--- config.mk ---
export PLATFORM = sky130hd
export DESIGN_NAME = gctrl_mw
export DESIGN_NICKNAME = d
export VERILOG_FILES = /design/src/rtl/gctrl_pkg.sv /design/src/rtl/gctrl_bitcnt.sv /design/src/rtl/gctrl_mw.sv
export SDC_FILE = /design/constraint.sdc
export NUM_CORES = 1
export LEC_CHECK = 0
export CAP_MARGIN = 5
export CORE_UTILIZATION = 50
export DETAILED_ROUTE_END_ITERATION = 16
export GPL_ROUTABILITY_DRIVEN = 0
export GPL_TIMING_DRIVEN = 0
export HOLD_SLACK_MARGIN = 0.15
export PLACE_DENSITY = 0.82
export SLEW_MARGIN = 20
export SYNTH_ARGS = -nofsm -noshare
export SYNTH_HDL_FRONTEND = slang
export SYNTH_HIERARCHICAL = 1
export SYNTH_SLANG_ARGS = --single-unit
--- constraint.sdc ---
create_clock -name clk -period 3.6 [get_ports clk]
set_input_delay 0.9 -clock clk [delete_from_list [all_inputs] [get_ports clk]]
set_output_delay 0.9 -clock clk [all_outputs]
set_load 0.02 [all_outputs]
--- src/rtl/gctrl_pkg.sv ---
// Shared types and helpers for the bit-serial global controller.
package gctrl_pkg;

    typedef enum logic {
        IDLE = 1'b0,
        RUN  = 1'b1
    } state_e;

    typedef enum logic [1:0] {
        MODE_4B  = 2'd0,
        MODE_8B  = 2'd1,
        MODE_12B = 2'd2,
        MODE_24B = 2'd3
    } mode_e;

    // Map a mode code onto the input width chosen for that mode.
    function automatic int width_of(input logic [1:0] mode,
                                    input int w0, input int w1,
                                    input int w2, input int w3);
        case (mode_e'(mode))
            MODE_4B:  return w0;
            MODE_8B:  return w1;
            MODE_12B: return w2;
            default:  return w3;
        endcase
    endfunction

endpackage

--- src/rtl/gctrl_bitcnt.sv ---
// Input-bit index counter: load-zero, enable, terminal count at last_val.
module gctrl_bitcnt
    import gctrl_pkg::*;
#(
    parameter int SEL_W = 6
) (
    input  logic             clk,
    input  logic             rst,
    input  logic             clr,
    input  logic             en,
    input  logic [SEL_W-1:0] last_val,
    output logic [SEL_W-1:0] cnt,
    output logic             tc
);

    logic [SEL_W-1:0] cnt_q;
    logic [SEL_W-1:0] cnt_d;

    // Next count: clearing takes precedence over advancing; otherwise hold.
    always_comb begin
        cnt_d = cnt_q;
        if (clr) begin
            cnt_d = '0;
        end else if (en) begin
            cnt_d = cnt_q + 1'b1;
        end
    end

    // Count register.
    always_ff @(posedge clk) begin
        if (rst) begin
            cnt_q <= '0;
        end else begin
            cnt_q <= cnt_d;
        end
    end

    assign cnt = cnt_q;
    assign tc  = (cnt_q == last_val);

endmodule

--- src/rtl/gctrl_mw.sv ---
// Global bit-serial controller: walks sel over W input bits for P weight-bank
// passes, with stall, abort and a one-cycle done pulse on normal completion.
module gctrl_mw
    import gctrl_pkg::*;
#(
    parameter int SEL_W  = 6,
    parameter int BANK_W = 2,
    parameter int WIDTH0 = 4,
    parameter int WIDTH1 = 8,
    parameter int WIDTH2 = 12,
    parameter int WIDTH3 = 24
) (
    input  logic              clk,
    input  logic              rst,
    input  logic              start,
    input  logic [1:0]        mode,
    input  logic [BANK_W-1:0] npass,
    input  logic              stall,
    input  logic              abort,
    output logic [SEL_W-1:0]  sel,
    output logic [BANK_W-1:0] bank,
    output logic              st,
    output logic              busy,
    output logic              first_bit,
    output logic              last_bit,
    output logic              step,
    output logic              done
);

    localparam logic [3:0][31:0] WIDTHS = {WIDTH3, WIDTH2, WIDTH1, WIDTH0};

    // Every configured width must be reachable by the sel counter.
    for (genvar gi = 0; gi < 4; gi++) begin : g_width_chk
        if (int'(WIDTHS[gi]) < 1 || int'(WIDTHS[gi]) > (2 ** SEL_W)) begin : g_bad
            $fatal(1, "gctrl_mw: WIDTH%0d out of range 1..2**SEL_W", gi);
        end
    end

    state_e            state_q, state_d;
    logic [BANK_W-1:0] bank_q, bank_d;
    logic              done_q, done_d;
    logic [SEL_W-1:0]  wm1_q, wm1_d;   // latched W-1
    logic [BANK_W:0]   p_q, p_d;       // latched P, one extra bit so 2**BANK_W fits
    logic              cnt_clr, cnt_en;
    logic              sel_tc;
    logic              last_pass;

    gctrl_bitcnt #(
        .SEL_W (SEL_W)
    ) u_bitcnt (
        .clk      (clk),
        .rst      (rst),
        .clr      (cnt_clr),
        .en       (cnt_en),
        .last_val (wm1_q),
        .cnt      (sel),
        .tc       (sel_tc)
    );

    assign last_pass = ({1'b0, bank_q} == (p_q - 1'b1));

    // Next-state and counter control; abort outranks stall and completion.
    always_comb begin
        state_d = state_q;
        bank_d  = bank_q;
        done_d  = 1'b0;
        wm1_d   = wm1_q;
        p_d     = p_q;
        cnt_clr = 1'b0;
        cnt_en  = 1'b0;
        case (state_q)
            IDLE: begin
                if (start) begin
                    state_d = RUN;
                    wm1_d   = SEL_W'(width_of(mode, WIDTH0, WIDTH1, WIDTH2, WIDTH3) - 1);
                    p_d     = {1'b0, npass};
                    if (npass == '0) begin
                        p_d = {1'b1, {BANK_W{1'b0}}};
                    end
                    cnt_clr = 1'b1;
                    bank_d  = '0;
                end
            end
            RUN: begin
                if (abort) begin
                    state_d = IDLE;
                end else if (!stall) begin
                    if (!sel_tc) begin
                        cnt_en = 1'b1;
                    end else if (!last_pass) begin
                        cnt_clr = 1'b1;
                        bank_d  = bank_q + 1'b1;
                    end else begin
                        state_d = IDLE;
                        done_d  = 1'b1;
                    end
                end
            end
            default: state_d = IDLE;
        endcase
    end

    // Control registers.
    always_ff @(posedge clk) begin
        if (rst) begin
            state_q <= IDLE;
            bank_q  <= '0;
            done_q  <= 1'b0;
            wm1_q   <= '0;
            p_q     <= {{BANK_W{1'b0}}, 1'b1};
        end else begin
            state_q <= state_d;
            bank_q  <= bank_d;
            done_q  <= done_d;
            wm1_q   <= wm1_d;
            p_q     <= p_d;
        end
    end

    assign bank      = bank_q;
    assign done      = done_q;
    assign st        = (state_q == IDLE);
    assign busy      = (state_q == RUN);
    assign first_bit = busy && (sel == '0);
    assign last_bit  = busy && sel_tc;
    assign step      = busy && !stall;

endmodule
# Word level (Yosys, flattened, before mapping)

Cells that the tools add are included.

Add/subtract/negate cells: 4
Eq/ne operators: 9
Mux-type cells: 25
Bitwise logic cells: 2
Reduce and logical (&&, ||, !) cells: 11

Operators by type and width:

| kind                                                                  | count |
|---|---|
| 5-bit case mux with 3 select lines                                    | 1 |
| 1-bit 2-to-1 mux                                                      | 13 |
| 6-bit 2-to-1 mux                                                      | 2 |
| 2-bit 2-to-1 mux                                                      | 5 |
| 2-bit != test, second input constant                                  | 4 |
| 6-bit by 1-bit adder with 6-bit output, second input constant         | 1 |
| 6-bit equality test                                                   | 1 |
| 6-bit logical NOT                                                     | 1 |
| 6-bit by 2-bit subtractor with 6-bit output, second input constant    | 1 |
| 5-bit AND reduction                                                   | 1 |
| 5-bit OR reduction                                                    | 1 |
| 2-bit logical NOT                                                     | 2 |
| 1-bit case mux with 2 select lines                                    | 2 |
| 2-bit case mux with 2 select lines                                    | 1 |
| 2-bit by 3-bit equality test with 1-bit output                        | 1 |
| 1-bit logical AND                                                     | 3 |
| 3-bit 2-to-1 mux                                                      | 1 |
| 3-bit by 1-bit subtractor with 3-bit output, second input constant    | 1 |
| 2-bit by 1-bit adder with 2-bit output, second input constant         | 1 |
| 2-bit by 1-bit equality test with 1-bit output, second input constant | 1 |
| 2-bit equality test, second input constant                            | 1 |
| 2-bit by 1-bit != test with 1-bit output, second input constant       | 1 |
| 1-bit inverter                                                        | 2 |
| 2-bit AND reduction                                                   | 1 |
| 2 further kinds                                                       | 2 |

Register bits after elaboration: 19
Input port bits: 9

# Logic depth before layout (Yosys ltp)

Gate-level depths: netlist (run 1).

Word-level depth: 8
Depth in mapped cells: 8
Mapped depth without buffers: 7

# Modules after synthesis

The synthesis (run 1) kept the hierarchy.

By module, submodules not included:

| module       | instances | cells each | area each (µm²) | sequential area each (µm²) |
|---|---|---|---|---|
| gctrl_mw     | 1         | 67         | 579.3           | 240.2 |
| gctrl_bitcnt | 1         | 34         | 312.8           | 120.1 |

# Worst setup path before layout (run 1)

OpenSTA, ideal clock, no wires.

Kind: register -> output
From: register u_bitcnt.cnt_q[3], in the netlist u_bitcnt/cnt[3]
To: output first_bit
Arrival: 1575 ps
Required time: 2700 ps
Slack: 1125 ps
Cell stages (with the launch flop): 3
Path through: dfxtp_1 -> or4_1 -> nor4_1

Cells in the longest elaborated chain, start to end: 2

RTL lines:

| item                   | RTL line           | source |
|---|---|---|
| start, declared        | gctrl_bitcnt.sv:16 | `logic [SEL_W-1:0] cnt_q;` |
| start signal, assigned | gctrl_bitcnt.sv:34 | `cnt_q <= cnt_d;` |
| 6-bit logical NOT      | gctrl_mw.sv:124    | `assign first_bit = busy && (sel == '0);` |
| 1-bit logical AND      | gctrl_mw.sv:124    |  |
| end, declared          | gctrl_mw.sv:24     | `output logic first_bit,` |

No other way between the ends.

# Final worst setup path (run 1)

From: register u_bitcnt.cnt_q[2], in the netlist u_bitcnt/cnt[2]
To: output last_bit

Cells in the longest elaborated chain, start to end: 2

RTL lines:

| item                | RTL line           | source |
|---|---|---|
| 6-bit equality test | gctrl_bitcnt.sv:39 | `assign tc = (cnt_q == last_val);` |
| named net sel_tc    | gctrl_mw.sv:45     | `logic sel_tc;` |
| 1-bit logical AND   | gctrl_mw.sv:125    | `assign last_bit = busy && sel_tc;` |
| end, declared       | gctrl_mw.sv:25     | `output logic last_bit,` |

The timed path passes the listed nets, and every way through them passes these cells.

==> summary.md, run 1 <==
| Metric | Value |
|---|---|
| CP delay by family, top | simple AND/OR/NAND/NOR gates |
| Final Util | 0.739 |
| Post-CTS setup buffer count | 0 |
| Starting Density | 0.560 |
| Critical Path AT | 2.16 ns |
| Status | finished with violations |
| # setup viols final | 0 |
| Final critical-path share of the clock period | 0.849 |
| Post-synth top area cell | dfxtp_1 |
| Global Route Usage Sum | 0.204 |
| Violated checks | DRC |
| Minimum clock period | 3.06 ns |
| DP HPWL | 1350 µm |
| Layout overhead on the synthesized area | 32.1% |
| Number of diodes | 0 |
| Vias in the first global route | 695 |
| CP Cell Sequence | xnor2_1, nand4_1, nor3_1, and2_1, clkdlybuf4s50_1 |
| Pwr dens | about 340 nW/µm² |
| Syn Inst Count | 101 |
| Vias/cell | roughly 5.2 |
| WS Path Type | flop to primary output |
| Unique masters post-synth | 35 |
| Share of the synthesized area in the top cell type | 0.404 |
| Initial antenna violation count | 0 |
| Filler Cells Inserted | 121 |
| Cts bufs inserted | 3 |
| DRC violations left | 2 |
| Post_cts resized | 0 |
| Fin cells | approximately 150 |
| Routed WL | between 1500 and 2000 µm |
| CP peak stage delay | 0.60 ns |
| FF/Latch Area | 360 µm² |
| Synth warn | 6 |
| TritonRoute pass-1 iters | 10 |
| Net count after synthesis | 112 |
| Placed instance count | 147 |
| First-pass GRT wire length | 2890 µm |
| Max Cap Viol | 0 |
| CTS tree | yes |
| Largest cells by area after synthesis | dfxtp_1, xor2_1, xnor2_1 |
| CP bufs+invs | 1 |
| Setup TNS | 0 ns |
| Worst hold-check path type | flop to flop |
| Synth Register Bits | 18 |
| Transition time of the tightest slew-check pin | 0.940 ns |
| Relative slew slack | 0.368 |
| CP max FO | 6 |
| Fin worst setup slack | 0.542 ns |
| Routed length per placed instance | 11.6 µm |
| Max VDD drop | 0.272 mV |
| Largest net degree at the start of global routing | 11 |
| Clk_skew | 0.00325 ns |
| Num ports | 23 |
| Clock latency on the worst-skew pair | approximately 0.29 ns |
| Total clock sinks | 18 |
| Final Slew Violations | 0 |
| Slowest-stage cell, CP | clkdlybuf4s50_1 |
| Crit path capture type | primary output |
| RSZ-0062 raised after global routing | false |
| Die ar. | 1960 µm² |
| Final Hold Vio Count | 0 |
| Multi-input logic area | around 490 µm² |
| Vias | 787 |
| First-iteration detailed-routing DRC count | 25 |
| Die height | 44.2 µm |
| Sequential area share after synthesis | 0.404 |
| Synthesized area per cell | 8.83 µm² |
| Root Buffer | clkbuf_4 |
| IO Port Bufs | 22 |
| Worst path required time | approximately 2.7 ns |
| Row count | 14 |
| Dpl ws | 0.602 ns |
| Clock transition at path regs | 0.10 ns |
| Chip width | 44.2 µm |
| Htree depth | 1 |
| # nets final | 139 |
| Clock Tree Buf Depth | 2 |
| Post-route ant nets | 0 |
| WHS | 0.460 ns |
| Critical path startpoint category | flop |
| Core footprint | 1590 µm² |
| Total congestion overflow | 0 |
| Cts-stage hold buffer count | 0 |
| Share of cells above drive strength 1 | 0.0709 |
| Leak pwr | 0.453 nW |
| Fmax | 0.327 GHz |
| Mapped Area | 892 µm² |
synth_stat cells (all sizes together):
| cell | count |
|---|---|
| a21oi | 6 |
| a311oi | 1 |
| a31oi | 1 |
| a41oi | 1 |
| and2 | 1 |
| and3 | 2 |
| buf | 2 |
| clkbuf | 2 |
| dfxtp | 18 |
| ha | 2 |
| inv | 5 |
| mux2 | 1 |
| mux2i | 2 |
| nand2 | 10 |
| nand2b | 1 |
| nand3 | 2 |
| nand3b | 1 |
| nand4 | 3 |
| nand4bb | 1 |
| nor2 | 9 |
| nor2b | 2 |
| nor3 | 2 |
| nor3b | 1 |
| nor4 | 2 |
| o211ai | 1 |
| o21a | 1 |
| o21ai | 2 |
| or2 | 1 |
| or2b | 1 |
| or3 | 3 |
| or4 | 1 |
| xnor2 | 6 |
| xor2 | 7 |
flip-flops by register name (all words and copies together), names as in the netlist:
signal / flops
u_bitcnt/cnt: 6
bank: 2
busy: 1
done: 1
p_q: 3
wm1_q: 5
area by class of cell:
class / instances / area share
multi-input combinational: 74 / 0.415
buffer: 4 / 0.0202
clock buffer: 4 / 0.0308
sequential: 18 / 0.306
timing repair buffer: 22 / 0.187
tap: 24 / 0.0255
inverter: 5 / 0.0159
kinds of logic after synthesis:
logic type,Yosys count,share of synthesized area
AND/OR/NAND/NOR,43,0.269
flip-flops,18,0.404
AO/OA/AOI/OAI,13,0.0884
XOR/XNOR,13,0.128
buffers and inverters,9,0.0477
multiplexers,3,0.0351
adder cells (fa/ha/maj),2,0.0280
report_power, final:
group	leakage, nW	switching, mW	internal, mW	total (mW)
clock network	0.0210	0.0622	0.0616	0.124
registers	0.146	0.00513	0.205	0.210
logic	0.285	0.0350	0.0352	0.0702
placed cells by master, fill, tap and decap left out, types with 2 or more instances in the layout:
master / n
a21oi_1: 6
and3_1: 2
clkbuf_1: 2
clkbuf_4: 3
clkdlybuf4s50_1: 22
dfxtp_1: 18
ha_1: 2
inv_1: 5
mux2i_1: 2
nand2_1: 10
nand3_1: 2
nand4_1: 2
nor2_1: 9
nor2b_1: 2
nor3_1: 2
nor4_1: 2
o21ai_0: 2
or3_1: 3
xnor2_1: 6
xor2_1: 7
layer usage:
metal | part of all wire | global-route usage
met1 | 0.45 | 0.251
met2 | 0.46 | 0.324
met3 | 0.061 | 0.0408
met4 | 0.027 | 0.133
met5 | 0 | 0
stage by stage:
stage	cell area [µm²]	power, mW
final	1180	0.404
after global routing	1180	0.425
after CTS	1180	0.408
after detailed placement	1140	0.285
after global placement	1140	0.283
after floorplan	892	0.257
worst reg2reg max path, cell delays in order, from the launching register on:
cell     delay [ns]
dfxtp_1        0.48
xnor2_1        0.13
nand4_1        0.10
nor3_1         0.08
nor4_1         0.81
nand4_2        0.24
or3_1          0.40
a21oi_1        0.14
path summary, 6_finish.rpt:
| kind | from | endpoint | slack [ns] | cells past startpoint |
|---|---|---|---|---|
| max | u_bitcnt/cnt[2] | last_bit | 0.54 | 5 |
| min | p_q[1] | p_q[1] | 0.46 | 2 |
| max reg2reg | u_bitcnt/cnt[2] | u_bitcnt/cnt[5] | 1.16 | 7 |
| min reg2reg | p_q[1] | p_q[1] | 0.46 | 2 |
No activity file was read; power rests on OpenSTA's default activity.
==> inputs of run 2 (changes only) <==
- CORE_UTILIZATION: 50 -> 47
- PLACE_DENSITY: 0.82 -> 0.77
- clock period: 3.6 -> 2.9 ns (I/O delays scaled with it)
==> run 2 against run 1 <==
Compared with the run above:
- the run now ends clean
- worst setup slack lost 0.45 ns
- die area grew 6.1%
- clock-buffer cell count is the same
- non-clock buffer count is the same
- clock skew grew 0.0010 ns
- register-to-register slack lost 0.86 ns
- critical path type unchanged
==> summary.md, run 2 (synthesis gave the netlist of run 1 again) <==
| Metric | Value |
|---|---|
| DRC violations left | 0 |
| Global Route Usage Sum | 0.218 |
| Placed instance count | 148 |
| Critical Path AT | 2.08 ns |
| CP max FO | 6 |
| Status | finished clean |
| M3 GR Usage | 0.0357 |
| Crit path capture | first_bit |
| CP peak stage delay | 0.65 ns |
| Num ports | 23 |
| Root Buffer | clkbuf_4 |
| Net Switching | ~0.14 mW |
| Total internal power | around 0.38 mW |
| # nets final | roughly 140 |
| Clock latency on the worst-skew pair | 0.31 ns |
| Clock Tree Buf Depth | 2 |
| CP delay by family, top | simple AND/OR/NAND/NOR gates |
| Most frequent cells in the layout | clkdlybuf4s50_1, dfxtp_1, nand2_1 |
| Final critical-path share of the clock period | 0.967 |
| Clk_skew | 0.00429 ns |
| Reg power frac | 0.507 |
| Worst hold-check path type | flop to flop |
| First-iteration detailed-routing DRC count | 21 |
| Combinational power share | 0.172 |
| Filler Cells Inserted | approximately 150 |
| TritonRoute pass-1 iters | 4 |
| Critical path depth in cells | 3 |
| Die height | 45.6 µm |
| # setup viols final | 0 |
| Setup TNS | 0 ns |
| Vias in the first global route | between 600 and 700 |
| Layout overhead on the synthesized area | 33.0% |
| Relative slew slack | 0.255 |
| Transition time of the tightest slew-check pin | 1.11 ns |
| R2r endpoint | u_bitcnt/cnt[5] |
| Post-CTS setup buffer count | 0 |
| Clock transition at path regs | about 0.11 ns |
| Vias/cell | roughly 5.2 |
| Chip width | between 40 and 50 µm |
| Slowest-stage cell, CP | clkdlybuf4s50_1 |
| DP HPWL | 1370 µm |
| Global-route met2 utilization | 0.309 |
| Vias | 784 |
| WS Path Type | flop to primary output |
| Gr busiest metal | met2 |
| Dpl ws | 0.0745 ns |
| Max VDD drop | 0.317 mV |
| R2R depth | 7 |
| Number of diodes | 0 |
| Post-route ant nets | 0 |
| Max Cap Viol | 0 |
| Fin cells | about 150 |
| Met1 Resource Use GR | 0.289 |
| Minimum clock period | between 2 and 3 ns |
| Pwr dens | 435 nW/µm² |
| CP bufs+invs | 1 |
| Cts bufs inserted | 3 |
| RR Startpoint | u_bitcnt/cnt[2] |
| Total clock sinks | 18 |
| Initial antenna violation count | 0 |
| Number of flip-flops in the largest register | 6 |
| Die ar. | just over 2000 µm² |
| CTS tree | yes |
| Setup slack, reg-to-reg | roughly 0.30 ns |
| RSZ-0062 raised after global routing | false |
| Final Hold Vio Count | 0 |
| Crit path launch | u_bitcnt/cnt[3] |
| Fmax | between 0.3 and 0.4 GHz |
| First-pass GRT wire length | 3100 µm |
| Total congestion overflow | 0 |
| Htree depth | 1 |
| Routed WL | 1970 µm |
| Fin worst setup slack | 0.0954 ns |
| Crit path capture type | primary output |
| Row count | 15 |
| IO Port Bufs | 22 |
| Final Slew Violations | 0 |
| Commonest non-fill, non-tap cell in the layout | clkdlybuf4s50_1 |
| Leak pwr | 0.455 nW |
| Clock power frac | 0.321 |
| Critical path startpoint category | flop |
| Sw Ratio | 0.272 |
| Core footprint | 1750 µm² |
| Pwr Total | just over 0.5 mW |
| CP Cell Sequence | or4_1, nor4_1, clkdlybuf4s50_1 |
| Worst path required time | 2.17 ns |
| Starting Density | 0.511 |
| Routed length per placed instance | 13.0 µm |
| Largest net degree at the start of global routing | 11 |
| Share of cells above drive strength 1 | 0.0866 |
-- run 2: cell count changes in the layout (fill, tap and decap cells not counted) --
cell and change:
dfxtp_1 -1, dfxtp_2 +1, nor3_1 -1, nor3_2 +1
-- run 2: cell type report --
cell class / instances / area, µm² / area share
plain buffers: 4 / 23.8 / 0.0200
clock buffers: 4 / 36.3 / 0.0306
inverters: 5 / 18.8 / 0.0158
multi-input cells: 74 / 494 / 0.417
flip-flops and latches: 18 / 362 / 0.305
well taps: 25 / 31.3 / 0.0264
repair buffers: 22 / 220 / 0.186
-- run 2: power groups by stage --
| stage | clock network, mW | registers (mW) | logic (mW) |
|---|---|---|---|
| floorplan | 0 | 0.267 | 0.0522 |
| finish | 0.166 | 0.261 | 0.0886 |
| global placement | 0 | 0.266 | 0.0853 |
| global route | 0.174 | 0.263 | 0.0975 |
| detailed placement | 0 | 0.267 | 0.0872 |
| CTS | 0.164 | 0.261 | 0.0886 |
-- run 2: metrics by stage --
| step | util | hold slack, ns | cell area (µm²) |
|---|---|---|---|
| 6_report | 0.680 | 0.469 | 1190 |
| 5_1_grt | 0.680 | 0.501 | 1190 |
| 4_1_cts | 0.679 | 0.474 | 1180 |
| 3_5_place_dp | 0.655 | 0.459 | 1140 |
| 3_3_place_gp | 0.655 | 0.445 | 1140 |
| 2_1_floorplan | - | 0.436 | 892 |
-- run 2: worst min path at each step --
stage	from	to	slack, ns	cells past startpoint
finish	p_q[1]	p_q[1]	0.47	2
global route	wm1_q[3]	wm1_q[3]	0.50	2
CTS	p_q[1]	p_q[1]	0.47	2
detailed placement	p_q[1]	p_q[1]	0.46	2
global placement	p_q[1]	p_q[1]	0.44	2
floorplan	p_q[1]	p_q[1]	0.44	2
-- run 2: worst register-to-register path, cell delays in order, from the launching register on --
cell     delay [ns]
dfxtp_1        0.50
xnor2_1        0.12
nand4_1        0.12
nor3_2         0.07
nor4_1         0.93
nand4_2        0.26
or3_1          0.41
a21oi_1        0.14
-- run 2: layer usage --
| metal | vias up | wire [µm] | part of all wire |
|---|---|---|---|
| met5 | - | 0 | 0 |
| met4 | 0 | 89 | 0.045 |
| met3 | 9 | 65 | 0.033 |
| met2 | 21 | 872 | 0.44 |
| met1 | 356 | 944 | 0.48 |
| li1 | 398 | - | - |
-- run 2: what timing repair did --
action / in CTS / in global routing
endpoints found under the setup margin: 1 / 1
hold buffers: 0 / 0
cloned: 0 / 0
resized for setup: 1 / 1
